## src/rtl/alu_muldiv_seq.sv

```systemverilog
// Multi-cycle 8x8 unsigned multiply / 8/8 unsigned divide sequencer driving a shared 8-bit ALU.
// Optional macro ALU_SEQ_BYPASS_EN lets the CPU datapath drive the ALU through ext_* outside EXEC.
module alu_muldiv_seq #(
  parameter int unsigned WIDTH = 8,
  parameter int unsigned STEPS = 8
) (
  input  logic             clk,
  input  logic             reset,
  input  logic             start,
  input  logic             op,
  input  logic [WIDTH-1:0] opa,
  input  logic [WIDTH-1:0] opb,
  output logic             busy,
  output logic             done,
  output logic             dz_err,
  output logic [WIDTH-1:0] result_hi,
  output logic [WIDTH-1:0] result_lo,
  output logic [WIDTH-1:0] alu_a,
  output logic [WIDTH-1:0] alu_b,
  output logic             alu_s0,
  output logic             alu_s1,
  output logic             alu_s2,
  output logic             alu_s3,
  output logic             alu_s4,
  input  logic [WIDTH-1:0] alu_z,
  input  logic             alu_carry
`ifdef ALU_SEQ_BYPASS_EN
  ,
  input  logic [7:0]       ext_a,
  input  logic [7:0]       ext_b,
  input  logic [4:0]       ext_s
`endif
);

  if (WIDTH != 8 || STEPS != WIDTH) begin : gen_param_check
    $error("alu_muldiv_seq supports only WIDTH = STEPS = 8");
  end

  localparam int unsigned CntW = $clog2(STEPS);
  localparam logic [CntW-1:0] LastStep = CntW'(STEPS - 1);

  typedef enum logic [1:0] {
    StIdle,
    StExec,
    StDone
  } state_e;

  state_e state_q, state_d;

  logic             op_q, op_d;
  // p: product high / remainder; l: multiplier / quotient; m: multiplicand / divisor
  logic [WIDTH-1:0] p_q, p_d;
  logic [WIDTH-1:0] l_q, l_d;
  logic [WIDTH-1:0] m_q, m_d;
  logic [CntW-1:0]  cnt_q, cnt_d;
  logic             dz_q, dz_d;
  logic [WIDTH-1:0] hi_q, hi_d;
  logic [WIDTH-1:0] lo_q, lo_d;

  logic [WIDTH-1:0] seq_a;
  logic [WIDTH-1:0] seq_b;
  logic [4:0]       seq_s;
  logic             div_t;

  always_comb begin
    state_d = state_q;
    op_d    = op_q;
    p_d     = p_q;
    l_d     = l_q;
    m_d     = m_q;
    cnt_d   = cnt_q;
    dz_d    = dz_q;
    hi_d    = hi_q;
    lo_d    = lo_q;
    seq_a   = '0;
    seq_b   = '0;
    seq_s   = 5'b00000;
    div_t   = 1'b0;

    unique case (state_q)
      StIdle: begin
        if (start) begin
          op_d  = op;
          cnt_d = '0;
          p_d   = '0;
          if (op && (opb == '0)) begin
            state_d = StDone;
            dz_d    = 1'b1;
            lo_d    = '1;
            hi_d    = opa;
          end else begin
            state_d = StExec;
            dz_d    = 1'b0;
            if (op) begin
              l_d = opa;
              m_d = opb;
            end else begin
              l_d = opb;
              m_d = opa;
            end
          end
        end
      end

      StExec: begin
        cnt_d = cnt_q + 1'b1;
        if (!op_q) begin
          // Add M when the multiplier LSB is set, otherwise add zero (s4 forces b to 0).
          seq_a    = p_q;
          seq_b    = m_q;
          seq_s[4] = ~l_q[0];
          p_d      = {alu_carry, alu_z[WIDTH-1:1]};
          l_d      = {alu_z[0], l_q[WIDTH-1:1]};
        end else begin
          div_t    = p_q[WIDTH-1];
          seq_a    = {p_q[WIDTH-2:0], l_q[WIDTH-1]};
          seq_b    = m_q;
          seq_s[3] = 1'b1;
          seq_s[2] = 1'b1;
          // A set bit shifted out of R means the shifted remainder already exceeds D.
          if (div_t || alu_carry) begin
            p_d = alu_z;
            l_d = {l_q[WIDTH-2:0], 1'b1};
          end else begin
            p_d = {p_q[WIDTH-2:0], l_q[WIDTH-1]};
            l_d = {l_q[WIDTH-2:0], 1'b0};
          end
        end
        if (cnt_q == LastStep) begin
          state_d = StDone;
          hi_d    = p_d;
          lo_d    = l_d;
        end
      end

      StDone: begin
        state_d = StIdle;
      end

      default: begin
        state_d = StIdle;
      end
    endcase
  end

  always_ff @(posedge clk) begin
    if (reset) begin
      state_q <= StIdle;
      op_q    <= 1'b0;
      p_q     <= '0;
      l_q     <= '0;
      m_q     <= '0;
      cnt_q   <= '0;
      dz_q    <= 1'b0;
      hi_q    <= '0;
      lo_q    <= '0;
    end else begin
      state_q <= state_d;
      op_q    <= op_d;
      p_q     <= p_d;
      l_q     <= l_d;
      m_q     <= m_d;
      cnt_q   <= cnt_d;
      dz_q    <= dz_d;
      hi_q    <= hi_d;
      lo_q    <= lo_d;
    end
  end

  always_comb begin
    if (state_q == StExec) begin
      alu_a = seq_a;
      alu_b = seq_b;
      {alu_s4, alu_s3, alu_s2, alu_s1, alu_s0} = seq_s;
    end else begin
`ifdef ALU_SEQ_BYPASS_EN
      alu_a = ext_a;
      alu_b = ext_b;
      {alu_s4, alu_s3, alu_s2, alu_s1, alu_s0} = ext_s;
`else
      alu_a = '0;
      alu_b = '0;
      {alu_s4, alu_s3, alu_s2, alu_s1, alu_s0} = 5'b00000;
`endif
    end
  end

  assign busy      = (state_q == StExec);
  assign done      = (state_q == StDone);
  assign dz_err    = dz_q;
  assign result_hi = hi_q;
  assign result_lo = lo_q;

endmodule

```

## config.mk

```make
export PLATFORM = sky130hd
export DESIGN_NAME = alu_muldiv_seq
export DESIGN_NICKNAME = d
export VERILOG_FILES = /design/src/rtl/alu_muldiv_seq.sv
export SDC_FILE = /design/constraint.sdc
export NUM_CORES = 1
export LEC_CHECK = 0
export BUFFER_PORTS_ARGS = -buffer_cell sky130_fd_sc_hd__buf_2
export CORE_ASPECT_RATIO = 1.1
export CORE_MARGIN = 3
export CORE_UTILIZATION = 52
export CTS_BUF_LIST = sky130_fd_sc_hd__clkbuf_16
export DETAILED_ROUTE_END_ITERATION = 10
export PLACE_DENSITY_LB_ADDON = 0.2
export SKIP_LAST_GASP = 1
export SYNTH_ARGS = -nofsm -noshare
export SYNTH_HDL_FRONTEND = slang
export SYNTH_SLANG_ARGS = --single-unit
```

## constraint.sdc

```tcl
create_clock -name clk -period 2.06 [get_ports clk]
set_clock_uncertainty 0.05 [all_clocks]
set_input_delay 0.103 -clock clk [delete_from_list [all_inputs] [get_ports clk]]
set_output_delay 0.103 -clock clk [all_outputs]
set_load 0.05 [all_outputs]
```

==> summary.md, run 1 <==
| Metric | Value |
|---|---|
| Outcome | `finished, final reports clean` |
| Ant diodes | `0` |
| CP Launch Type | `flop` |
| Floorplan row count | `26` |
| Antenna violations before repair | `0` |
| Crit-path cells | `or3b_2 > a311oi_1 > a21oi_1 > a211oi_1` |
| Boundary Pins | `69` |
| Die width | `between 70 and 80 µm` |
| Final Max Tran Viols | `0` |
| Root buffer cell | `clkbuf_16` |
| First-pass GRT wire length | `10630 µm` |
| Initial core utilization | `0.5454` |
| Count of different cell masters after synthesis | `36` |
| Static Leakage | `1.296 nW` |
| Die Y-Extent | `79.52 µm` |
| Post-synth ARST share | `0` |
| DRT Wirelength | `between 6000 and 7000 µm` |
| GRT overflow | `0` |
| PostCTS Resize Cnt | `0` |
| CORE AREA | `4684 µm²` |
| Seq/Total Area, Yosys | `0.3683` |
| Commonest cells in the netlist | `dfxtp_1 (47), nor2_1 (40), mux2i_1 (25), a21oi_1 (24), a211oi_1 (23)` |
| Post-DRT Antenna Nets | `0` |
| Slowest CP cell | `a311oi_1` |
| # hold bufs at CTS | `0` |
| Min Tclk post-route | `1.919 ns` |
| Power Dens Cells | `between 700 and 800 nW/µm²` |
| TritonRoute pass-1 iters | `4` |
| Via count | `2398` |
| Fmax | `521.1 MHz` |
| Worst min path class | `primary input to flop` |
| HPWL Detailed | `around 4800 µm` |
| Vias in the first global route | `2112` |
| Setup Buffers After CTS | `0` |
| Clock Latency Late Sink | `between 0.2 and 0.3 ns` |
| Core Util, Final | `0.6482` |
| Peak supply drop | `0.0003868 V` |
| EDFF count, synth | `0` |
| Cell taking the most area after synthesis | `dfxtp_1` |
| Max-cap viol count | `0` |
| H-tree levels | `2` |
| RSZ-0062 raised after global routing | `false` |
| Worst Path Max Fanout | `18` |
| Largest cells by area after synthesis | `dfxtp_1 (37%), mux2i_1 (9.8%), a211oi_1 (6.8%)` |
| Final setup viols | `0` |
| Worst Path Arrival | `2.07 ns` |
| Top cell type's share of synthesized area | `0.3683` |
| Main synth FF type | `dfxtp_1` |
| Die ar. | `5791 µm²` |
| Synthesized cell area | `2555 µm²` |
| Synth warnings | `0` |
| 1st-iter DRT viols | `215` |
| Area Growth Syn to Fin | `18.85%` |
| Register bit count reported by yosys | `47` |
| CTS tree | `built` |
| Register area | `940.9 µm²` |
| IO Port Bufs | `66` |
| Most numerous cell in the Yosys netlist | `dfxtp_1` |
| CTS Buf Count | `5` |
| CTS Sinks | `47` |
| Syn avg cell area | `roughly 8.6 µm²` |
| Filler instances | `between 300 and 400` |
| Setup TNS | `0 ns` |
| Via-to-Cell Ratio | `5.849` |
| # DRC | `0` |
| Worst-path clk slew | `0.06 ns` |
| Setup crit end kind | `flop` |
| Layout cells sized above 1 | `0.2881` |
| Gate Count Post-Synth | `298` |
| Nets | `384` |
| Worst rel slew slack | `0.5845` |
| Clk buf depth | `2` |
| Required @ worst endpoint | `around 2.2 ns` |
| Multi-input logic area | `around 1500 µm²` |
| Largest net degree at the start of global routing | `48` |
| Hold path start | `opa[7]` |
| Wire length per cell | `16.19 µm` |
| Critical path class | `flop to flop` |
| Tot GR Track Use | `0.2321` |
| Final Hold Viols | `0` |
| Largest stage delay on the critical path | `0.52 ns` |
| Global placer's final weighted congestion | `0.7851` |
| Tightest Pin Transition | `~0.62 ns` |
| R2r startpoint | `p_q[7]` |
| Critical Path Source | `p_q[7]` |
| Fin crit share | `0.9316` |
sequential cells by signal, summed over array words and instances (netlist names):
signal and cells:
result_hi 8, l_q 8, m_q 8, cnt_q 3
p_q 8, op_q 1, dz_err 1, result_lo 8
state_q 2
critical path: cells and delay by family (launching register included):
family          cells  cell delay (ns)
compound gates      3             0.83
simple gates        1             0.51
flops               1             0.45
stage by stage:
| stage | setup slack [ns] | cell area, µm² | std cells | hold slack (ns) | total power (W) |
|---|---|---|---|---|---|
| after floorplan | 0.06286 | 2565 | 299 | 0.2443 | 0.001312 |
| after global placement | 0.1477 | 2887 | 402 | 0.3799 | 0.001435 |
| after detailed placement | 0.1178 | 2887 | 402 | 0.3824 | 0.001443 |
| after CTS | 0.1046 | 3024 | 410 | 0.08636 | 0.002197 |
| after global routing | 0.03097 | 3037 | 410 | 0.09594 | 0.002273 |
| final | 0.1410 | 3037 | 410 | 0.08877 | 0.002194 |
routing by layer:
layer,routed length [µm],up-vias,part of all wire,global-route usage
li1,-,1195,-,-
met1,3022,1102,0.46,0.3287
met2,2978,90,0.45,0.3529
met3,499,11,0.075,0.03652
met4,138,0,0.021,0.08487
met5,0,-,0,0
layout by cell type, fill, tap and decap left out, types with 2 or more instances in the layout:
master / count
o21ai_0: 8
a211oi_1: 23
dfxtp_1: 47
a311oi_1: 12
or3b_2: 8
ha_1: 2
clkbuf_16: 5
and2_1: 9
buf_4: 12
a211o_1: 8
mux2i_1: 25
inv_1: 4
a22oi_1: 2
buf_2: 66
nand2_1: 10
nor2_1: 40
conb_1: 2
nor3_1: 18
a311oi_2: 4
nor2b_1: 10
a21oi_1: 24
cells by family (layout without fill, tap and decap cells):
kind of cell             after synthesis  after routing  share of synthesized area
AND/OR/NAND/NOR                      103            103                     0.2111
AO/OA/AOI/OAI                         86             86                     0.2405
flip-flops                            47             47                     0.3683
buffers and inverters                 34             89                    0.07101
multiplexers                          25             25                    0.09794
adder cells (fa/ha/maj)                2              2                   0.009793
other                                  1              2                   0.001468
power breakdown:
group	internal (W)	switching (W)
logic	0.000156	0.000285
clock network	0.000439	0.000328
registers	0.000953	0.0000335
total	0.00155	0.000646
final cells by class:
cell class	instances	share of cell area
inverters	3	0.004532
flip-flops and latches	47	0.3098
clock buffers	5	0.04120
multi-input cells	218	0.4788
well taps	56	0.02307
repair buffers	78	0.1384
clock inverters	3	0.004120
final timing paths:
path	end	slack (ns)	cells past startpoint
min	result_hi[7]	0.09	3
max reg2reg	result_hi[3]	0.14	4
max	result_hi[3]	0.14	4
min reg2reg	l_q[6]	0.42	2
Note: power is estimated with default switching activity, not from simulation.
==> run 2: changes to the inputs <==
--- a/config.mk
+++ b/config.mk
@@ -5,10 +5,11 @@
 export SDC_FILE = /design/constraint.sdc
 export NUM_CORES = 1
 export LEC_CHECK = 0
+export ABC_AREA = 1
 export BUFFER_PORTS_ARGS = -buffer_cell sky130_fd_sc_hd__buf_2
 export CORE_ASPECT_RATIO = 1.1
 export CORE_MARGIN = 3
-export CORE_UTILIZATION = 52
+export CORE_UTILIZATION = 54
 export CTS_BUF_LIST = sky130_fd_sc_hd__clkbuf_16
 export DETAILED_ROUTE_END_ITERATION = 10
 export PLACE_DENSITY_LB_ADDON = 0.2
==> run 2 against run 1 <==
  * Setup slack got worse by 0.0025 ns
  * Power is 18% higher
  * Combinational power grew 78%
  * Critical path depth increased by 2
  * First-iteration DRC count decreased by 7.4%
  * Core utilization up 0.90 points
  * Critical endpoint is now alu_a[2]
  * Largest cell class unchanged
  * Largest power group unchanged
  * Highest routed layer unchanged
==> summary.md, run 2 <==
| Metric | Value |
|---|---|
| Seq/Total Area, Yosys | `0.3301 (-0.03815)` |
| Most numerous cell in the Yosys netlist | `nand2_1` |
| Xor/xnor cell area share of the yosys netlist | `0 (unchanged)` |
| Post-synth ARST share | `0 (unchanged)` |
| Gate Count Post-Synth | `437 (+47%)` |
| Worst rel slew slack | `0.6633 (+0.07876)` |
| Worst min path class | `primary input to flop` |
| Clock Latency Late Sink | `0.28 ns (about the same)` |
| Final Max Tran Viols | `0 (unchanged)` |
| Die width | `75.27 µm (+3.3%)` |
| Tot GR Track Use | `0.2511 (+0.01895)` |
| Final Hold Viols | `0 (unchanged)` |
| Adder-Cell Fraction of Synth Area | `0.008780 (-0.001015)` |
| Root buffer cell | `clkbuf_16` |
| # DRC | `0 (unchanged)` |
| Syn avg cell area | `6.522 µm² (-24%)` |
| Area Growth Syn to Fin | `16.86%` |
| Clk buf depth | `2 (unchanged)` |
| Synthesized cell area | `2850 µm² (+12%)` |
| Most common cell after layout, fill and taps aside | `nand2_1` |
| Worst Path Arrival | `1.77 ns (-0.30 ns)` |
| Boundary Pins | `69 (unchanged)` |
| Nets | `530 (+38%)` |
| CP Launch Type | `flop` |
| Post-DRT Antenna Nets | `0 (unchanged)` |
| Largest cells by area after synthesis | `dfxtp_1 (33%), nand2_1 (15%), nor2_1 (12%)` |
| Compound-gate portion of the synthesized area | `0.1493 (-0.09120)` |
| RSZ-0062 raised after global routing | `false` |
| Largest stage delay on the critical path | `0.41 ns (-0.11 ns)` |
| Most frequent cells in the layout | `nand2_1 (111), nor2_1 (88), buf_2 (63)` |
| # hold bufs at CTS | `0 (unchanged)` |
| Antenna violations before repair | `0 (unchanged)` |
| First-pass GRT wire length | `11850 µm (+12%)` |
| Main combinational cell family by area after synthesis | `simple AND/OR/NAND/NOR gates` |
| Met3 GRT Util | `0.04237 (+0.005849)` |
| Top cell type's share of synthesized area | `0.3301 (-0.03815)` |
| Grt met2 use | `0.4181 (+0.06523)` |
| Cell taking the most area after synthesis | `dfxtp_1` |
| Vias in the first global route | `2591 (+23%)` |
| Die ar. | `6187 µm² (+6.8%)` |
| Via-to-Cell Ratio | `5.255 (-10%)` |
| PostCTS Resize Cnt | `0 (unchanged)` |
| Post-synthesis mux area share | `0.003512 (-0.09443)` |
| Global placer's final weighted congestion | `0.9433 (+20%)` |
| Largest net degree at the start of global routing | `29 (-40%)` |
| Min Tclk post-route | `1.921 ns (+0.002486 ns)` |
| TritonRoute pass-1 iters | `5 (+1)` |
| Max-cap viol count | `0 (unchanged)` |
| Required @ worst endpoint | `1.91 ns (-0.30 ns)` |
| Setup crit end kind | `output port` |
| Synth Area in Simple Gates | `0.3670 (+0.1559)` |
| Outcome | `finished, final reports clean` |
| Slowest CP cell | `dfxtp_1` |
| Most used routing layer | `met2` |
| Setup Buffers After CTS | `0 (unchanged)` |
| Commonest cells in the netlist | `nand2_1 (112), nor2_1 (88), inv_1 (60), dfxtp_1 (47), a21oi_1 (21)` |
| Floorplan row count | `27 (+3.8%)` |
| Worst Path Max Fanout | `15 (-3)` |
| CORE AREA | `5067 µm² (+8.2%)` |
| Final setup viols | `0 (unchanged)` |
| Design Power | `0.002587 W (+18%)` |
| Met1 GRT Util | `0.3100 (-0.01863)` |
| CTS Buf Count | `5 (unchanged)` |
| Die Y-Extent | `82.20 µm (+3.4%)` |
| Worst-path clk slew | `0.06 ns (about the same)` |
| GRT overflow | `0 (unchanged)` |
| Fmax | `520.4 MHz (-0.13%)` |
| 1st-iter DRT viols | `199 (-7.4%)` |
| Count of different cell masters after synthesis | `32 (-11%)` |
| Peak supply drop | `0.0004624 V (+20%)` |
| Via count | `2927 (+22%)` |
| IO Port Bufs | `66 (unchanged)` |
| Tightest Pin Transition | `0.5032 ns (-0.1200 ns)` |
| CTS tree | `built` |
| EDFF count, synth | `0 (unchanged)` |
| Ant diodes | `0 (unchanged)` |
| Synth warnings | `0 (unchanged)` |
| HPWL Detailed | `5699 µm (+19%)` |
| Crit-path cells | `nand2_4 > clkinv_2 > nand2_2 > buf_4 > o22ai_1 > buf_2` |
| Wire length per cell | `13.37 µm (-17%)` |
| Layout cells sized above 1 | `0.2285 (-0.05968)` |
| H-tree levels | `2 (unchanged)` |
| Initial core utilization | `0.5625 (+0.01706)` |
| Fin crit share | `0.9328 (+0.001207)` |
| CTS Sinks | `47 (unchanged)` |
| Setup TNS | `0 ns (unchanged)` |
| Register bit count reported by yosys | `47 (unchanged)` |
| Power Dens Cells | `776.7 nW/µm² (+7.5%)` |
| Filler instances | `467 (+19%)` |
| Static Leakage | `1.787 nW (+38%)` |
| DRT Wirelength | `7448 µm (+12%)` |
| Main synth FF type | `dfxtp_1` |
| Critical path class | `flop to output port` |
run 2: layout make-up:
| type | count | area (µm²) | share of cell area |
|---|---|---|---|
| multi-input cells | 303 | 1516 | 0.4553 |
| flip-flops and latches | 47 | 940.9 | 0.2825 |
| repair buffers | 76 | 412.9 | 0.1240 |
| inverters | 66 | 249.0 | 0.07476 |
| clock buffers | 5 | 125.1 | 0.03757 |
| well taps | 58 | 72.57 | 0.02179 |
| clock inverters | 2 | 13.76 | 0.004132 |
run 2: cells by family after synthesis:
group                    after synthesis
AO/OA/AOI/OAI                         61
buffers and inverters                 88
flip-flops                            47
multiplexers                           1
adder cells (fa/ha/maj)                2
AND/OR/NAND/NOR                      237
other                                  1
run 2: report_power, final:
part | switching, W | internal (W) | leakage (nW)
Combinational | 0.000560 | 0.000224 | 1.33
Clock | 0.000329 | 0.000443 | 0.0696
Sequential | 0.0000403 | 0.000991 | 0.386
run 2: final timing paths:
kind / start / end / slack (ns) / cells after the start
setup / recovery: state_q[0] / alu_a[2] / 0.14 / 6
setup reg to reg: state_q[0] / result_hi[5] / 0.33 / 8
hold reg to reg: m_q[2] / m_q[2] / 0.42 / 2
hold / removal: reset / cnt_q[1] / 0.01 / 2
run 2: layer usage:
metal  vias up  wire length [µm]
li1       1490                 -
met1      1297              3144
met2       117              3550
met3        23               453
met4         0               300
met5         -                 0
run 2: per-stage QoR:
step           std cells  instance area [µm²]  hold slack (ns)  worst slack (ns)    util
6_report             557                 3331          0.01356            0.1385  0.6573
3_3_place_gp         550                 3182           0.3068            0.3704  0.6279
5_1_grt              557                 3331          0.02627           0.04499  0.6573
3_5_place_dp         550                 3182           0.3096            0.3311  0.6279
2_1_floorplan        438                 2854           0.1221            0.2664       -
4_1_cts              557                 3321          0.01653           0.02043  0.6553
run 2: critical path: cells and delay by family (launching register included):
family                 cells  cell delay, ns
AOI/OAI and AO/OA          1            0.15
buffers and inverters      3            0.60
DFF                        1            0.41
and+or+nand+nor            2            0.33
==> run 3: changes to the inputs <==
--- a/config.mk
+++ b/config.mk
@@ -7,7 +7,7 @@
 export LEC_CHECK = 0
 export ABC_AREA = 1
 export BUFFER_PORTS_ARGS = -buffer_cell sky130_fd_sc_hd__buf_2
-export CORE_ASPECT_RATIO = 1.1
+export CORE_ASPECT_RATIO = 2
 export CORE_MARGIN = 3
 export CORE_UTILIZATION = 54
 export CTS_BUF_LIST = sky130_fd_sc_hd__clkbuf_16
==> run 3 against run 2 <==
  * Sequential cell count is the same
  * Die area is 0.84% higher
  * Via count rose by 0.79%
  * Combinational power increased by 1%
  * Critical path depth unchanged
  * Clock power grew 22%
  * Sequential share of layout area down 0.33 points
  * Final area rose by 1.2%
  * Maximum frequency decreased by 0.54%
  * Final cell count rose by 0.36%
==> summary.md, run 3 (synthesis results as in run 2) <==
| Metric | Value |
|---|---|
| Setup crit end kind | `output port` |
| Final Max Tran Viols | `0 (unchanged)` |
| Initial core utilization | `0.5701 (+0.007601)` |
| Largest net degree at the start of global routing | `39 (+34%)` |
| RSZ-0062 raised after global routing | `false` |
| Multi-input logic area | `1514 µm² (-0.16%)` |
| Clk buf depth | `2 (unchanged)` |
| Reg2Reg Setup Slack | `0.39 ns (+0.06 ns)` |
| CTS Buf Count | `5 (unchanged)` |
| Final Hold Viols | `0 (unchanged)` |
| Post-DRT Antenna Nets | `0 (unchanged)` |
| H-tree levels | `2 (unchanged)` |
| Min Tclk post-route | `1.932 ns (+0.01041 ns)` |
| Critical path class | `flop to output port` |
| Wire length per cell | `14.15 µm (+5.8%)` |
| Floorplan row count | `36 (+33%)` |
| GRT overflow | `0 (unchanged)` |
| TritonRoute pass-1 iters | `5 (unchanged)` |
| DRT Wirelength | `7911 µm (+6.2%)` |
| Flop pwr share | `0.373 (-0.026)` |
| Worst Path Arrival | `1.78 ns (about the same)` |
| Vias in the first global route | `2818 (+8.8%)` |
| Fmax | `517.6 MHz (-0.54%)` |
| Max-cap viol count | `0 (unchanged)` |
| Clock Latency Late Sink | `0.29 ns (about the same)` |
| CTS tree | `built` |
| # DRC | `0 (unchanged)` |
| HPWL Detailed | `6013 µm (+5.5%)` |
| IO Port Bufs | `66 (unchanged)` |
| Die ar. | `6239 µm² (+0.84%)` |
| Via count | `2950 (+0.79%)` |
| Power Dens Cells | `821.4 nW/µm² (+5.8%)` |
| Cell Count, Final, Fillers Out | `559 (+0.36%)` |
| Layout cells sized above 1 | `0.2291 (+0.0006268)` |
| PostCTS Resize Cnt | `0 (unchanged)` |
| Root buffer cell | `clkbuf_16` |
| Design Power | `0.002768 W (+7.0%)` |
| Tot GR Track Use | `0.2670 (+0.01591)` |
| Core Util, Final | `0.6739 (+0.01664)` |
| Most common cell after layout, fill and taps aside | `nand2_1` |
| Setup TNS | `0 ns (unchanged)` |
| CP Launch Type | `flop` |
| CORE AREA | `5000 µm² (-1.3%)` |
| Fin crit share | `0.9378 (+0.005055)` |
| Final setup viols | `0 (unchanged)` |
| Combinational Power Share | `0.287 (-0.016)` |
| Outcome | `finished, final reports clean` |
| Internal | `0.001796 W (+8.4%)` |
| Worst Path Max Fanout | `13 (-2)` |
| Nets | `532 (+0.38%)` |
| Worst min path class | `primary input to flop` |
| Static Leakage | `1.809 nW (+1.2%)` |
| Filler instances | `511 (+9.4%)` |
| Placed cell areas | `3188 µm² (+0.20%)` |
| Antenna violations before repair | `0 (unchanged)` |
| Most frequent cells in the layout | `nand2_1 (112), nor2_1 (88), buf_2 (66)` |
| Area Growth Syn to Fin | `18.22%` |
| Clock power share | `0.340 (+0.042)` |
| CTS Sinks | `47 (unchanged)` |
| Die width | `57.37 µm (-24%)` |
| Setup Buffers After CTS | `0 (unchanged)` |
| Net Sw Frac | `0.3510 (-0.008192)` |
| Global placer's final weighted congestion | `0.9852 (+4.4%)` |
| Dpl cells | `550 (unchanged)` |
| Peak supply drop | `0.0006639 V (+44%)` |
| 1st-iter DRT viols | `122 (-39%)` |
| Via-to-Cell Ratio | `5.277 (+0.43%)` |
| Boundary Pins | `69 (unchanged)` |
| First-pass GRT wire length | `12920 µm (+9.0%)` |
| Switch Pwr | `0.0009716 W (+4.6%)` |
| Ant diodes | `0 (unchanged)` |
| Register area | `940.9 µm² (unchanged)` |
| Worst-path clk slew | `0.07 ns (about the same)` |
| Final Instance Area | `3369 µm² (+1.2%)` |
| Die Y-Extent | `108.7 µm (+32%)` |
| # hold bufs at CTS | `1 (+1)` |
| Required @ worst endpoint | `1.91 ns (about the same)` |
==> run 3: cell types whose count changed in the layout (fill, tap and decap cells not counted), sizes merged <==
cell	delta
buf	+4
bufinv	+1
clkbuf	-3
clkinv	-2
clkinvlp	+1
dlygate4sd3	+1
inv	+1
==> run 3: worst max-delay path: stages, from the launching register on <==
cell	delay, ns
dfxtp_1	0.41
nand2_4	0.17
clkinv_2	0.09
nand2_1	0.16
buf_4	0.23
o22ai_1	0.15
buf_2	0.28
==> run 3: routing by layer <==
layer | vias to the layer above | global-route usage | share of wire
met4 | 0 | 0.2106 | 0.073
met3 | 33 | 0.04858 | 0.051
met5 | - | 0 | 0
met2 | 111 | 0.4733 | 0.51
li1 | 1493 | - | -
met1 | 1313 | 0.2620 | 0.36
==> run 3: power groups by stage <==
stage	Clock, W	Sequential [W]	Combinational, W
4_1_cts	0.000956	0.00103	0.000790
3_5_place_dp	0	0.00105	0.000785
5_1_grt	0.00100	0.00104	0.000872
6_report	0.000941	0.00103	0.000794
3_3_place_gp	0	0.00105	0.000777
2_1_floorplan	0	0.00115	0.000507
==> run 3: final cells by class <==
cell class	instances	share of cell area
timing repair buffer	78	0.1255
clock inverter	3	0.01374
tap	57	0.02117
sequential	47	0.2792
multi-input combinational	303	0.4493
inverter	66	0.07390
clock buffer	5	0.03713
==> run 3: worst paths after layout <==
kind	startpoint	to	depth (start not counted)
max	state_q[0]	alu_a[3]	6
min	alu_z[6]	p_q[5]	5
max reg2reg	state_q[0]	l_q[4]	8
min reg2reg	m_q[5]	m_q[5]	2
==> run 3: stage by stage <==
| step | setup WS [ns] | hold WS [ns] |
|---|---|---|
| 6_report | 0.1281 | 0.1386 |
| 5_1_grt | 0.01493 | 0.1614 |
| 4_1_cts | 0.1362 | 0.1345 |
| 3_5_place_dp | 0.4413 | 0.2849 |
| 3_3_place_gp | 0.4691 | 0.2769 |
| 2_1_floorplan | 0.2664 | 0.1221 |
